**config.mk**
```make
export PLATFORM = sky130hd
export DESIGN_NAME = panic_desc_scheduler
export DESIGN_NICKNAME = d
export VERILOG_FILES = /design/src/rtl/panic_desc_scheduler_pkg.sv /design/src/rtl/panic_desc_fifo.sv /design/src/rtl/panic_desc_scheduler.sv
export SDC_FILE = /design/constraint.sdc
export NUM_CORES = 2
export LEC_CHECK = 0
export BUFFER_PORTS_ARGS = -buffer_cell sky130_fd_sc_hd__buf_4
export CORE_MARGIN = 2
export CORE_UTILIZATION = 30
export DETAILED_ROUTE_END_ITERATION = 10
export PLACE_DENSITY = 0.47
export SLEW_MARGIN = 20
export SYNTH_ARGS = -nofsm -noshare
export SYNTH_HDL_FRONTEND = slang
export SYNTH_SLANG_ARGS = --single-unit
export TNS_END_PERCENT = 50
```
**constraint.sdc**
```tcl
create_clock -name clk -period 19.5 [get_ports clk]
set_input_delay 1.95 -clock clk [delete_from_list [all_inputs] [get_ports clk]]
set_output_delay 1.95 -clock clk [all_outputs]
set_load 0.02 [all_outputs]
```
**src/rtl/panic_desc_scheduler_pkg.sv**
```systemverilog
// Shared descriptor field widths and small helpers for the descriptor scheduler.
package panic_desc_scheduler_pkg;

    // Descriptor field widths (mirror of the parser's descriptor layout)
    localparam int PANIC_DESC_PRIO_SIZE       = 8;
    localparam int PANIC_DESC_CHAIN_SIZE      = 32;
    localparam int PANIC_DESC_CHAIN_ITEM_SIZE = 4;
    localparam int PANIC_DESC_TIME_SIZE       = 32;
    localparam int PANIC_DESC_LEN_SIZE        = 16;
    localparam int PANIC_DESC_FLOW_SIZE       = 8;

    localparam int DROP_W = 16;

    // Saturating add of a small increment to the 16-bit drop counter
    function automatic logic [DROP_W-1:0] sat_add_drop(input logic [DROP_W-1:0] a,
                                                       input logic [1:0] b);
        logic [DROP_W:0] s;
        s = {1'b0, a} + {{(DROP_W-1){1'b0}}, b};
        return s[DROP_W] ? {DROP_W{1'b1}} : s[DROP_W-1:0];
    endfunction

endpackage

```
**src/rtl/panic_desc_fifo.sv**
```systemverilog
// Synchronous first-word-fall-through FIFO with full/empty/count.
// The head word is read straight from the array so a write is visible
// at the head one cycle later.
module panic_desc_fifo #(
    parameter int DEPTH = 8,
    parameter int W     = 8
) (
    input  logic                         clk,
    input  logic                         rst_n,
    input  logic                         wr_en,
    input  logic [W-1:0]                 wr_data,
    input  logic                         rd_en,
    output logic [W-1:0]                 rd_data,
    output logic                         full,
    output logic                         empty,
    output logic [$clog2(DEPTH+1)-1:0]   count
);
    localparam int AW = $clog2(DEPTH);
    localparam int CW = $clog2(DEPTH+1);

    logic [W-1:0]  mem [DEPTH];
    logic [AW-1:0] wr_ptr_reg;
    logic [AW-1:0] rd_ptr_reg;
    logic [CW-1:0] count_reg;
    logic          wr_ok;
    logic          rd_ok;

    assign full    = (count_reg == CW'(DEPTH));
    assign empty   = (count_reg == '0);
    assign count   = count_reg;
    assign rd_data = mem[rd_ptr_reg];
    assign wr_ok   = wr_en && !full;
    assign rd_ok   = rd_en && !empty;

    // Storage array write (no reset on contents)
    always_ff @(posedge clk) begin
        if (wr_ok) begin
            mem[wr_ptr_reg] <= wr_data;
        end
    end

    // Pointer and occupancy tracking; pointers wrap naturally (power-of-two depth)
    always_ff @(posedge clk) begin
        if (!rst_n) begin
            wr_ptr_reg <= '0;
            rd_ptr_reg <= '0;
            count_reg  <= '0;
        end else begin
            if (wr_ok) wr_ptr_reg <= wr_ptr_reg + AW'(1);
            if (rd_ok) rd_ptr_reg <= rd_ptr_reg + AW'(1);
            case ({wr_ok, rd_ok})
                2'b10:   count_reg <= count_reg + CW'(1);
                2'b01:   count_reg <= count_reg - CW'(1);
                default: count_reg <= count_reg;
            endcase
        end
    end

endmodule

```
**src/rtl/panic_desc_scheduler.sv**
```systemverilog
// Descriptor scheduler: queries the parser once per packet, sorts descriptors
// into a high and a low class queue, and dispatches them through a single
// output register gated by per-engine credits keyed on chain item 0.
module panic_desc_scheduler
    import panic_desc_scheduler_pkg::*;
#(
    parameter int DEPTH       = 8,
    parameter int NUM_ENGINES = 8,
    parameter int CREDITS     = 4,
    parameter int PRIO_THRESH = 32,
    parameter int PRIO_W      = PANIC_DESC_PRIO_SIZE,
    parameter int CHAIN_W     = PANIC_DESC_CHAIN_SIZE,
    parameter int ITEM_W      = PANIC_DESC_CHAIN_ITEM_SIZE,
    parameter int TIME_W      = PANIC_DESC_TIME_SIZE,
    parameter int LEN_W       = PANIC_DESC_LEN_SIZE,
    parameter int FLOW_W      = PANIC_DESC_FLOW_SIZE
) (
    input  logic                         clk,
    input  logic                         rst_n,
    input  logic                         hdr_valid,
    output logic                         desc_req,
    output logic                         desc_next,
    input  logic [PRIO_W-1:0]            desc_prio,
    input  logic [CHAIN_W-1:0]           desc_chain,
    input  logic [TIME_W-1:0]            desc_time,
    input  logic [LEN_W-1:0]             desc_pk_len,
    input  logic [FLOW_W-1:0]            desc_flow_id,
    output logic                         m_desc_valid,
    input  logic                         m_desc_ready,
    output logic [PRIO_W-1:0]            m_desc_prio,
    output logic [CHAIN_W-1:0]           m_desc_chain,
    output logic [TIME_W-1:0]            m_desc_time,
    output logic [LEN_W-1:0]             m_desc_pk_len,
    output logic [FLOW_W-1:0]            m_desc_flow_id,
    output logic [ITEM_W-1:0]            m_desc_engine,
    input  logic [NUM_ENGINES-1:0]       credit_return,
    output logic [$clog2(DEPTH+1)-1:0]   hi_count,
    output logic [$clog2(DEPTH+1)-1:0]   lo_count,
    output logic [15:0]                  drop_count
);
    localparam int DW        = PRIO_W + CHAIN_W + TIME_W + LEN_W + FLOW_W;
    localparam int CHAIN_LSB = TIME_W + LEN_W + FLOW_W;
    localparam int CRW       = $clog2(CREDITS+1);

    localparam logic [0:0] ST_IDLE  = 1'b0;
    localparam logic [0:0] ST_QUERY = 1'b1;

    logic [0:0]        state_reg;
    logic [15:0]       drop_reg;
    logic              in_query, to_hi, tgt_full;
    logic              hi_wr, lo_wr, hi_full, lo_full, hi_empty, lo_empty;
    logic [1:0]        drop_inc;
    logic [DW-1:0]     wr_data, hi_head, lo_head;
    logic [ITEM_W-1:0] hi_item0, lo_item0, sel_item0;
    logic              hi_bypass, lo_bypass, hi_elig, lo_elig;
    logic              hi_take, lo_take, load_take, load_en;
    logic              slot_valid_reg;
    logic [DW-1:0]     slot_data_reg;
    logic [NUM_ENGINES-1:0]          credit_avail, hi_hit, lo_hit;
    logic [NUM_ENGINES-1:0][CRW-1:0] credit_reg, credit_next;

    // ---------------- Query side ----------------
    assign in_query  = (state_reg == ST_QUERY);
    assign to_hi     = (32'(desc_prio) < PRIO_THRESH);
    assign tgt_full  = to_hi ? hi_full : lo_full;
    assign hi_wr     = in_query && to_hi && !hi_full;
    assign lo_wr     = in_query && !to_hi && !lo_full;
    assign desc_req  = in_query;
    assign desc_next = in_query && !tgt_full;
    assign wr_data   = {desc_prio, desc_chain, desc_time, desc_pk_len, desc_flow_id};
    // Full-queue drop and a header arriving mid-query each count once
    assign drop_inc  = {1'b0, in_query && tgt_full} + {1'b0, in_query && hdr_valid};

    // Query FSM: one-cycle QUERY per accepted header
    always_ff @(posedge clk) begin
        if (!rst_n) begin
            state_reg <= ST_IDLE;
        end else begin
            case (state_reg)
                ST_IDLE:  state_reg <= hdr_valid ? ST_QUERY : ST_IDLE;
                default:  state_reg <= ST_IDLE;
            endcase
        end
    end

    // Saturating drop counter
    always_ff @(posedge clk) begin
        if (!rst_n) drop_reg <= '0;
        else        drop_reg <= sat_add_drop(drop_reg, drop_inc);
    end
    assign drop_count = drop_reg;

    // ---------------- Class queues ----------------
    panic_desc_fifo #(.DEPTH(DEPTH), .W(DW)) u_hi_fifo (
        .clk(clk), .rst_n(rst_n), .wr_en(hi_wr), .wr_data(wr_data), .rd_en(hi_take),
        .rd_data(hi_head), .full(hi_full), .empty(hi_empty), .count(hi_count)
    );

    panic_desc_fifo #(.DEPTH(DEPTH), .W(DW)) u_lo_fifo (
        .clk(clk), .rst_n(rst_n), .wr_en(lo_wr), .wr_data(wr_data), .rd_en(lo_take),
        .rd_data(lo_head), .full(lo_full), .empty(lo_empty), .count(lo_count)
    );

    // ---------------- Head eligibility ----------------
    assign hi_item0  = hi_head[CHAIN_LSB +: ITEM_W];
    assign lo_item0  = lo_head[CHAIN_LSB +: ITEM_W];
    // Item 0 of zero or beyond the engine range needs no credit
    assign hi_bypass = (hi_item0 == '0) || (32'(hi_item0) >= NUM_ENGINES);
    assign lo_bypass = (lo_item0 == '0) || (32'(lo_item0) >= NUM_ENGINES);
    assign hi_elig   = !hi_empty && (hi_bypass || (|hi_hit));
    assign lo_elig   = !lo_empty && (lo_bypass || (|lo_hit));

    assign load_en   = !slot_valid_reg || (slot_valid_reg && m_desc_ready);
    assign hi_take   = load_en && hi_elig;
    assign lo_take   = load_en && !hi_elig && lo_elig;
    assign load_take = hi_take || lo_take;
    assign sel_item0 = hi_take ? hi_item0 : lo_item0;

    // Per-engine credit lookup and next-state (loading and return cancel)
    generate
        for (genvar gi = 0; gi < NUM_ENGINES; gi++) begin : g_eng
            logic inc, dec;
            assign credit_avail[gi] = (credit_reg[gi] != '0);
            assign hi_hit[gi]       = (hi_item0 == ITEM_W'(gi)) && credit_avail[gi];
            assign lo_hit[gi]       = (lo_item0 == ITEM_W'(gi)) && credit_avail[gi];
            assign inc              = credit_return[gi];
            assign dec              = load_take && (gi != 0) && (sel_item0 == ITEM_W'(gi));
            assign credit_next[gi]  =
                (inc && !dec && (credit_reg[gi] != CRW'(CREDITS))) ? credit_reg[gi] + CRW'(1) :
                (dec && !inc && credit_avail[gi])                  ? credit_reg[gi] - CRW'(1) :
                                                                     credit_reg[gi];
        end
    endgenerate

    // Credit counters
    always_ff @(posedge clk) begin
        if (!rst_n) begin
            for (int i = 0; i < NUM_ENGINES; i++) credit_reg[i] <= CRW'(CREDITS);
        end else begin
            credit_reg <= credit_next;
        end
    end

    // ---------------- Output slot ----------------
    // Single register stage; reloads when empty or when the current entry fires
    always_ff @(posedge clk) begin
        if (!rst_n) begin
            slot_valid_reg <= 1'b0;
            slot_data_reg  <= '0;
        end else if (load_en) begin
            slot_valid_reg <= load_take;
            if (load_take) slot_data_reg <= hi_take ? hi_head : lo_head;
        end
    end

    assign m_desc_valid = slot_valid_reg;
    assign {m_desc_prio, m_desc_chain, m_desc_time, m_desc_pk_len, m_desc_flow_id} = slot_data_reg;
    assign m_desc_engine = m_desc_chain[ITEM_W-1:0];

endmodule

```
## Yosys cells after proc, flatten, opt, wreduce, memory -nomap -nowiden

Memories as Yosys holds them, arrays and structs flattened. A register that Yosys moved wholly into a read port is not among the register bits.
Index checks and enable logic that the tools add are counted.

| word-level totals | value |
|---|---|
| register bits after elaboration | 158 |
| RAM bits | 1536 |
| output and inout port bits | 127 |
| word-level logic and storage cells | 235 |
| memories kept | 2 |

| cells by class | value |
|---|---|
| add/sub/neg operators | 25 |
| order comparisons | 3 |
| eq/ne operators | 35 |
| muxes and demuxes | 29 |
| bitwise operators | 1 |
| reductions and logical operators | 122 |

Memories:

| name | words | bits a word | read ports | clocked after Yosys merged registers in | wr ports | line | source |
|---|---|---|---|---|---|---|---|
| u_hi_fifo.mem | 8 | 96 | 1 | 1 | 1 | panic_desc_fifo.sv:21 | `logic [W-1:0] mem [DEPTH];` |
| u_lo_fifo.mem | 8 | 96 | 1 | 1 | 1 | panic_desc_fifo.sv:21 |  |

Operators by type and width:

| cell | count |
|---|---|
| $mux W96 | 1 |
| $logic_and A1 B1 Y1 | 69 |
| $mux W3 | 18 |
| $eq A4 B3 Y1 const B | 12 |
| $add A3 B1 Y3 const B | 12 |
| $eq A4 B2 Y1 const B | 6 |
| $ne A3 B3 Y1 const B | 8 |
| $reduce_bool A3 Y1 | 8 |
| $logic_not A1 Y1 | 22 |
| $sub A3 B1 Y3 const B | 7 |
| $reduce_bool A2 Y1 | 9 |
| $add A16 B2 Y17 | 1 |
| $logic_not A4 Y1 | 4 |
| $mux W16 | 1 |
| $pmux W4 S2 | 2 |
| $reduce_or A8 Y1 | 2 |
| $eq A4 B1 Y1 const B | 3 |
| $add A4 B1 Y4 const B | 2 |
| $eq A4 B4 Y1 const B | 2 |
| $ge A4 B4 Y1 const B | 2 |
| $lt A8 B6 Y1 const B | 1 |
| $sub A4 B1 Y4 const B | 2 |
| $logic_or A1 B1 Y1 | 6 |
| $mux W1 | 6 |
| other kinds (7) | 9 |

## Depth between registers and ports, before layout

| logic depth | value |
|---|---|
| depth in word-level cells | 14 |
| mapped depth | 19 |

## Hierarchy

Synthesis repeated with hierarchy kept, for this count alone.

| unflattened totals | value |
|---|---|
| cell total of the unflattened synthesis | 3121 |
| area, all modules | 65912.0 sq um |

By module, submodules not included:

| module | instances | cells each | area an instance (sq um) | sequential area each (sq um) |
|---|---|---|---|---|
| panic_desc_fifo (u_hi_fifo) | 1 | 1184 | 29517.1 | 23322.4 |
| panic_desc_fifo (u_lo_fifo) | 1 | 1184 | 29513.3 | 23322.4 |
| panic_desc_scheduler | 1 | 753 | 6881.6 | 2702.6 |

## Worst setup path before layout

Ideal clock, no wire load.

| path | value |
|---|---|
| path type | input port to flip-flop |
| start point | input desc_prio[7] |
| end point | memory u_lo_fifo.mem[0][0] (netlist bit), enable pin |
| arrival | 11460 ps |
| data required time | 18710 ps |
| path slack | 7251 ps |
| cell stages on the path | 3 |
| cells stage by stage | nor3_1 -> nand3b_1 -> nor4_1 |

| between the ends | value |
|---|---|
| cells in the longest elaborated chain, start to end | 7 |

RTL lines:

| element | line | source |
|---|---|---|
| from (decl) | panic_desc_scheduler.sv:23 | `input logic [PRIO_W-1:0] desc_prio,` |
| $lt A8 B6 Y1 | panic_desc_scheduler.sv:64 | `assign to_hi = (32'(desc_prio) < PRIO_THRESH);` |
| $logic_not A1 Y1 | panic_desc_scheduler.sv:67 | `assign lo_wr = in_query && !to_hi && !lo_full;` |
| $logic_and A1 B1 Y1 (2 in series) | panic_desc_scheduler.sv:67 |  |
| $logic_and A1 B1 Y1 | panic_desc_fifo.sv:32 | `assign wr_ok = wr_en && !full;` |
| $mux W1 | panic_desc_fifo.sv:37 | `if (wr_ok) begin` |
| $mux W1 (implied by the code) | panic_desc_fifo.sv:38 | `mem[wr_ptr_reg] <= wr_data;` |
| to (decl) | panic_desc_fifo.sv:21 |  |

Every way passes these cells.

==> qor.yml <==
status: "completed"
synth-seq-area-share_pct: 75.4
busiest_layer: "met2"
fin_crit_sh_pct: 33.7
use_met1_pct: 21.1
synth_edf_count: 1536
synthSimpleGateAreaFrac_pct: 2.58
clk_pin_slew_ns: 0.06
ys.flop_type: "edfxtp_1"
syn_area_mm2: 0.0654
tightest_slew_ns: 1.05
ctsResizeCount: 0
cts_inserted_buffers: 183
synth_cell_types: 59
swShare_pct: 29.4
die_width_um: 471
synthesis.nets: 3374
synth.avg_cell_area_um2: 20.2
synth-async-reset-ratio_pct: 0
synth_seq_cells: 1697
dpl_worst_slack_ns: 12.74
routed_wl_um: 169000
start_util_pct: 30.2
finalCriticalPeriod_ns: 6.57
clock_skew_ns: 0.0393
p_clk_share_pct: 34.9
tns_ns: 0
grt_pass1_wl_um: 243000
die-area_mm2: 0.222
fp.coreArea_mm2: 0.217
startpoint_type: "flip-flop"
grt_usage_pct: 15.1
synth-compound-area-share_pct: 2.85
crit_type: "reg -> reg"
worstHoldPathType: "reg -> reg"
syn_inst: 3245
synth_xor_xnor_area_share_pct: 0.335
gr-total-overflow: 0
power.density_mw_per_mm2: 129
setup_viol: 0
wire_per_inst_um: 25.8
cts_hold_buffers: 0
min_from: "u_hi_fifo.rd_ptr_reg[1]$_SDFFE_PN0N_"
min_delay_path_depth: 2
drt_iter0_drc: 2579
critical_path.reg2reg.endpoint: "credit_reg[5]$_SDFFE_PN1P_"
internal-power_mw: 7.02
worstSkewPairLatency_ns: 0.82
drc: 0
grt_pass1_vias: 33500
max_cap_viol_count: 0
drive_gt1_share_pct: 29.5
io_pins: 235
required_ns: 20.26
rsz0062_at_grt: "no"
fin_nets: 3678
dp_hpwl_um: 84900
use_met2_pct: 23.8
die_y_um: 471
setup_ws_ns: 12.93
hold_viol: 0
vias: 32100
r2r_cells: 15
area_growth_syn_to_layout_pct: 17.4
power_leakage_nw: 23.7
drv_slew: 0
ir_worst_vdd_v: 0.000175
worst_ep_arrival_time_ns: 7.33
met3_usage_pct: 3.68
antenna_left: 0
switching_power_mw: 2.92
finalNonFillerCells: 6570
clockBufferDepth: 3
synth_top_family_by_area: "multiplexers"
mostFrequentLayoutCells: "1,536 x edfxtp_1, 389 x mux4_2, 286 x buf_4, 248 x nand2_1, 187 x clkbuf_16"
placementRows: 171
reg2reg_slack_ns: 12.93
cts_setup_buffers: 0
place_congestion: 0.697
hold_slack_ns: 0.479
htree_levels: 4
drt-pass1-iter-count: 5
dp.cells: 6216
routed_via_density: 4.89
cts_tree: "done"
max_slew_margin_pct: 30.2
muxShareOfSynthArea_pct: 17.0
power_frac_seq_pct: 42.7
clock_sinks: 1697
synthAdderAreaFrac_pct: 0.516
layout_commonest_cell: "edfxtp_1"
place.port_buffers: 233
yosysWarningCount: 0
cts_root_buffer: "clkbuf_16"
endpoint_kind: "flip-flop"
cp_max_fo: 46
max_freq_ghz: 0.152
antenna_found_initial: 25
grt_max_degree: 139
pwr-share-comb_pct: 22.4
-- kinds of logic (layout without fill, tap and decap cells) --
| group | after synthesis | in the layout |
|---|---|---|
| buf+inv | 205 | 671 |
| compound gates | 284 | 284 |
| fa+ha+maj | 21 | 21 |
| simple gates | 402 | 402 |
| mux | 611 | 611 |
| xor+xnor | 25 | 25 |
| other cells | 0 | 5 |
| flops | 1697 | 1697 |
-- power groups by stage --
stage / sequential (mW) / combinational [mW] / clock [mW]
finish: 4.24 / 2.23 / 3.47
global route: 4.26 / 2.46 / 3.71
CTS: 4.25 / 2.28 / 3.57
detailed placement: 4.32 / 2.27 / 0
global placement: 4.32 / 2.26 / 0
floorplan: 4.32 / 1.48 / 0
-- worst max-delay path by stage --
stage                       startpoint                       endpoint  depth (start not counted)
after detailed placement     flip-flop     credit_reg[5]$_SDFFE_PN1P_                         15
after global placement       flip-flop     credit_reg[5]$_SDFFE_PN1P_                         15
final                        flip-flop     credit_reg[5]$_SDFFE_PN1P_                         15
after floorplan           desc_prio[7]  u_lo_fifo.mem[0][0]$_DFFE_PP_                          3
after CTS                    flip-flop     credit_reg[5]$_SDFFE_PN1P_                         15
after global routing         flip-flop     credit_reg[5]$_SDFFE_PN1P_                         15
-- stage by stage --
| step | total power, mW | utilization [%] | cell area, µm² |
|---|---|---|---|
| floorplan | 5.80 | - | 65400 |
| global placement | 6.58 | 32.6 | 70700 |
| detailed placement | 6.60 | 32.6 | 70700 |
| CTS | 10.1 | 35.4 | 76800 |
| global route | 10.4 | 35.4 | 76800 |
| finish | 9.94 | 35.4 | 76800 |
-- cell usage after synthesis, types with 3 or more instances --
cell | n | area (µm²)
xnor2_1 | 9 | 78.8
nor2b_1 | 3 | 18.8
nor3_1 | 25 | 125
fa_1 | 10 | 200
mux2i_1 | 120 | 1200
buf_1 | 30 | 113
nand2_1 | 248 | 931
buf_2 | 19 | 95.1
o221ai_1 | 5 | 43.8
and3_1 | 5 | 31.3
a211oi_1 | 4 | 30.0
o21ai_0 | 12 | 60.1
or3_1 | 9 | 56.3
nor2_1 | 70 | 263
a311oi_1 | 5 | 43.8
dfxtp_1 | 161 | 3220
edfxtp_1 | 1536 | 46100
o211ai_1 | 98 | 736
clkbuf_1 | 118 | 443
buf_4 | 5 | 37.5
a21oi_1 | 124 | 621
and2_1 | 3 | 18.8
a2bb2o_2 | 3 | 33.8
nand2b_1 | 12 | 75.1
mux4_2 | 389 | 8760
xor2_1 | 16 | 140
a21o_1 | 8 | 60.1
o21ai_1 | 5 | 25.0
ha_1 | 11 | 138
mux2_2 | 99 | 1110
a221oi_2 | 5 | 75.1
nand3_1 | 16 | 80.1
buf_6 | 3 | 33.8
inv_1 | 28 | 105
-- critical path, stage by stage, from the launching register on --
cell	delay, ns
dfxtp_4	0.86
buf_4	0.88
mux4_2	0.61
mux2i_1	0.51
nor2_1	0.10
a2bb2oi_1	0.26
a311o_2	0.63
buf_4	0.83
mux2_4	0.32
o21ai_1	0.12
a21o_1	0.24
fa_1	0.39
nor2_1	0.13
nand2_1	0.06
mux4_2	0.44
nand2_1	0.07
-- metal layers --
metal / vias up / routed length [µm] / part of all wire (%)
met5: - / 130 / 0.077
met4: 22 / 2920 / 1.7
met3: 228 / 10200 / 6.0
met2: 750 / 78800 / 47
met1: 17200 / 77400 / 46
li1: 13900 / - / -
-- final cells by class --
type,instances,area [µm²]
Antenna cell,5,12.5
Clock inverter,95,980
Sequential cell,1697,49400
Multi-Input combinational cell,1343,15400
Tap cell,2854,3570
Clock buffer,252,5090
Inverter,29,119
Timing Repair Buffer,295,2340
Fill cell,20200,140000
Note: power is estimated with default switching activity, not from simulation.
